<file path="src/rtl/reg_share_arb.sv">
// Shared W-bit register loaded by N requesters through a round-robin arbiter.
// Optional macro REG_SHARE_ARB_LOCK_EN adds a lock input that lets one requester hold the slot.
module reg_share_arb #(
    parameter int N        = 4,
    parameter int W        = 8,
    parameter int LOCK_MAX = 4
) (
    input  logic                 clk,
    input  logic                 rst_n,
    input  logic [N-1:0]         req,
    input  logic [N*W-1:0]       din,
`ifdef REG_SHARE_ARB_LOCK_EN
    input  logic [N-1:0]         lock,
`endif
    output logic [N-1:0]         gnt,
    output logic [W-1:0]         q,
    output logic                 q_valid,
    output logic [$clog2(N)-1:0] q_src,
    input  logic                 q_ready,
    output logic [1:0]           dbg_state_o
);
    localparam int SW = $clog2(N);

    typedef enum logic [1:0] {
        EMPTY  = 2'd0,
        FULL   = 2'd1,
        LOCKED = 2'd2
    } state_t;

    state_t        state_q;
    logic [W-1:0]  q_q;
    logic [SW-1:0] src_q;
    logic [SW-1:0] ptr_q;

    logic          slot_free;
    logic          any_hit;
    logic          grant_en;
    logic [SW-1:0] idx;
    logic [SW-1:0] gnt_idx;
    logic [SW-1:0] nxt_idx;
    logic [W-1:0]  din_a [N];

    if (N < 2 || N > 8 || LOCK_MAX < 1 || LOCK_MAX > 15) begin : g_param_check
        $error("reg_share_arb: parameter out of range");
    end

    // Valid/ready: the slot accepts a new entry when it is empty or being consumed this edge.
    always_comb begin
        slot_free = (state_q == EMPTY) || q_ready;
        any_hit   = 1'b0;
        gnt_idx   = '0;
        idx       = '0;
        for (int k = 0; k < N; k++) begin
            din_a[k] = din[k*W +: W];
            idx = SW'((int'(ptr_q) + k) % N);
            if (!any_hit && req[idx]) begin
                any_hit = 1'b1;
                gnt_idx = idx;
            end
        end
        grant_en = rst_n && slot_free && any_hit;
        nxt_idx  = SW'((int'(gnt_idx) + 1) % N);
        gnt      = '0;
        if (grant_en) begin
            gnt[gnt_idx] = 1'b1;
        end
    end

`ifdef REG_SHARE_ARB_LOCK_EN
    logic [3:0] cnt_q;
    logic [3:0] base_cnt;
    logic       lock_hold;

    // A lock run only continues for the requester the pointer is parked on.
    always_comb begin
        base_cnt  = (state_q == LOCKED && gnt_idx == ptr_q) ? cnt_q : 4'd0;
        lock_hold = lock[gnt_idx] && ((int'(base_cnt) + 1) < LOCK_MAX);
    end
`endif

    always_ff @(posedge clk) begin
        if (!rst_n) begin
            state_q <= EMPTY;
            q_q     <= '0;
            src_q   <= '0;
            ptr_q   <= '0;
`ifdef REG_SHARE_ARB_LOCK_EN
            cnt_q   <= '0;
`endif
        end else if (grant_en) begin
            q_q   <= din_a[gnt_idx];
            src_q <= gnt_idx;
`ifdef REG_SHARE_ARB_LOCK_EN
            if (lock_hold) begin
                ptr_q   <= gnt_idx;
                cnt_q   <= base_cnt + 4'd1;
                state_q <= LOCKED;
            end else begin
                ptr_q   <= nxt_idx;
                cnt_q   <= '0;
                state_q <= FULL;
            end
`else
            ptr_q   <= nxt_idx;
            state_q <= FULL;
`endif
        end else if (state_q != EMPTY && q_ready) begin
            state_q <= EMPTY;
`ifdef REG_SHARE_ARB_LOCK_EN
            // Locked requester withdrew while the slot was free: release the lock.
            if (state_q == LOCKED) begin
                ptr_q <= SW'((int'(ptr_q) + 1) % N);
                cnt_q <= '0;
            end
`endif
        end
    end

    assign q           = q_q;
    assign q_src       = src_q;
    assign q_valid     = (state_q != EMPTY);
    assign dbg_state_o = state_q;

endmodule

</file>
<file path="config.mk">
export PLATFORM = sky130hd
export DESIGN_NAME = reg_share_arb
export DESIGN_NICKNAME = d
export VERILOG_FILES = /design/src/rtl/reg_share_arb.sv
export SDC_FILE = /design/constraint.sdc
export NUM_CORES = 1
export LEC_CHECK = 0
export BUFFER_PORTS_ARGS = -buffer_cell sky130_fd_sc_hd__buf_2
export CAP_MARGIN = 15
export CORE_MARGIN = 8
export CORE_UTILIZATION = 43
export DETAILED_ROUTE_END_ITERATION = 10
export MAX_ROUTING_LAYER = met4
export PLACE_DENSITY = 0.78
export SLEW_MARGIN = 20
export SYNTH_ARGS = -nofsm -noshare
export SYNTH_HDL_FRONTEND = slang
export SYNTH_SLANG_ARGS = --single-unit
</file>
<file path="constraint.sdc">
create_clock -name clk -period 1.8 [get_ports clk]
set_input_delay 0.09 -clock clk [delete_from_list [all_inputs] [get_ports clk]]
set_output_delay 0.09 -clock clk [all_outputs]
set_load 0.1 [all_outputs]
</file>
==> qor.yml <==
pwr:
  ir_drop_mv: 0.533
  leakage_nw: 0.685
  p_per_area_nw_per_um2: 899
timing:
  min_period_ns: 1.80
  setup-violations-final: 0
  timing.final.crit_share_pct: 100
  final.setup.tns_ns: 0
  hold_viol_final: 0
  slew_viol_final: 0
  fmax_mhz: 556
  rsz0062_at_grt: "yes"
  finClkSkew_ns: 0.00725
placed_design:
  place.gp.congestion: 0.813
  hpwl_um: 2440
  dp_cells: 188
  io_buffers: 54
synth:
  synthCells: 111
  synthTopCellsByCount: "dfxtp_1 (13), nand2_1 (13), mux2i_1 (9)"
  syn_area_sq_um: 986
  synth.avg_cell_area_sq_um: 8.88
  postSynth.asyncResetShare_pct: 0
  synth_area_leaders: "dfxtp_1 (26%), mux2i_1 (9.1%), o211ai_2 (8.9%), a211o_1 (7.1%), o31ai_1 (6.1%)"
  yosysTopAreaCellShare_pct: 26.4
  synth_edf_count: 0
  yosys_register_bits: 13
  synth_ff_type: "dfxtp_1"
  synth_area_leader_cell: "dfxtp_1"
  yosysSeqAreaShare_pct: 26.4
  synth_nets: 150
  yosysWarnings: 0
  ys_types: 38
critical_path:
  cpPeakStageDelay_ns: 0.40
  path_cells: "mux2i_4 -> or2_4 -> nand3_4 -> nor3_4 -> buf_12"
  worstPathRequired_ns: 1.71
  arrival_ns: 1.71
  cp_slowest_cell: "dfxtp_4"
  start_kind: "flip-flop"
  path_max_fanout: 6
  crit_type: "flip-flop to primary output"
  crit_path_end_kind: "primary output"
floorplan:
  die_x_um: 63.9
  io_pins: 56
  core-area_sq_um: 2190
  die_h_um: 63.9
  rows: 17
  dieArea_sq_um: 4080
  initial_utilization_pct: 45.0
clocking:
  clock_sinks: 13
  ctsLongestPathBuffers: 2
  htree_num_levels: 1
  cts_root_buf: "clkbuf_4"
  worstSkewPairLatency_ns: 0.29
  tritoncts: "done"
  path_clk_slew_ns: 0.09
  numCtsBuffers: 3
routing:
  finalWirelength_um: 3310
  firstDrtPassIters: 4
  ant_nets: 0
  wire_per_inst_um: 16.7
  via_count: 1115
  drt_iter0_drc: 42
  via_per_inst: 5.63
  drcViolationCount: 0
global_routing:
  grt_max_degree: 16
  grt_pass1_vias: 1122
  grt_usage_pct: 15.8
  grt_pass1_wl_um: 5180
  antenna_found_initial: 0
  grt.overflow.total: 0
run:
  cap_violations: 0
layout:
  antenna_cells: 0
  synthToLayoutAreaGrowth_pct: 49.9
  drive_gt1_share_pct: 55.9
  layoutNonFillerInstCount: 198
  nNetsFinal: 210
min_path:
  hold_path.class: "primary input to flip-flop"
run_status:
  status: "completed"
[through the flow]
| stage | util, % | hold WS (ns) | power, W | instance area [sq um] | setup WS, ns |
|---|---|---|---|---|---|
| detailed placement | 62.3 | 0.376 | 0.00108 | 1360 | 0.188 |
| CTS | 64.5 | 0.0715 | 0.00129 | 1410 | -0.00773 |
| floorplan | - | 0.217 | 0.000945 | 1040 | -0.120 |
| global route | 67.4 | 0.0810 | 0.00137 | 1480 | -0.0622 |
| global placement | 62.3 | 0.377 | 0.00107 | 1360 | 0.264 |
| finish | 67.4 | 0.0614 | 0.00133 | 1480 | 0.000292 |
[repair_timing]
item                                    in CTS  in global routing
resized for setup                            2                  8
buffers inserted                             2                  4
pin swaps                                    1                  5
hold buffers                                 0                  0
endpoints found under the hold margin        0                  0
endpoints found under the setup margin       4                  4
[critical path, delay by kind of cell (launching register included)]
| family | cells | cell delay [ns] |
|---|---|---|
| buffers and inverters | 1 | 0.20 |
| DFF | 1 | 0.40 |
| and+or+nand+nor | 3 | 0.54 |
| muxes | 1 | 0.27 |
[path summary, 6_finish.rpt]
path                            slack (ns)      from  cells past startpoint        to
worst min-delay path                  0.06     rst_n                      3  ptr_q[1]
worst max register to register        0.16  ptr_q[1]                      7      q[4]
worst max-delay path                0.0003  ptr_q[1]                      5    gnt[3]
worst min register to register        0.46  q_src[0]                      2  q_src[0]
[layer usage]
| layer | routed length [um] | part of all wire [%] | global-route usage, % |
|---|---|---|---|
| met5 | 0 | 0 | - |
| met4 | 62 | 1.9 | 8.64 |
| met3 | 216 | 6.5 | 3.14 |
| met2 | 1630 | 49 | 25.7 |
| met1 | 1400 | 42 | 17.8 |
[cell type report]
cell class              instances  area, sq um
well taps                      28         35.0
flip-flops and latches         13          272
inverters                       1         3.75
repair buffers                 65          413
clock buffers                   4         26.3
multi-input cells              87          728
fillers                       178          713
[power breakdown]
part / switching, W / internal (W)
sequential: 0.0000276 / 0.000331
clock: 0.000116 / 0.0000864
combinational: 0.000547 / 0.000221
[sequential cells by signal, summed over array words and instances (netlist names)]
| register | count |
|---|---|
| dbg_state_o | 1 |
| q_src | 2 |
| ptr_q | 2 |
| q | 8 |
[kinds of logic (layout without fill, tap and decap cells)]
| logic type | count (synthesis) | in the layout | share of synthesized area [%] |
|---|---|---|---|
| AND/OR/NAND/NOR | 40 | 40 | 23.7 |
| AO/OA/AOI/OAI | 36 | 36 | 30.7 |
| flip-flops | 13 | 13 | 26.4 |
| buffers and inverters | 11 | 70 | 8.76 |
| multiplexers | 9 | 9 | 9.14 |
| other | 1 | 1 | 0.380 |
| XOR/XNOR | 1 | 1 | 0.888 |
[cells in the final DEF (no fill, tap or decap), drive strengths merged, types with 2 or more instances in the layout]
cell type	instances
a211o	8
a21oi	4
buf	65
clkbuf	4
dfxtp	13
mux2i	9
nand2	14
nand2b	2
nand3	2
nand4	8
nor2	2
nor2b	2
nor3	5
o211ai	8
o21ai	3
o31ai	8
or2	2
Note: power is estimated with default switching activity, not from simulation.
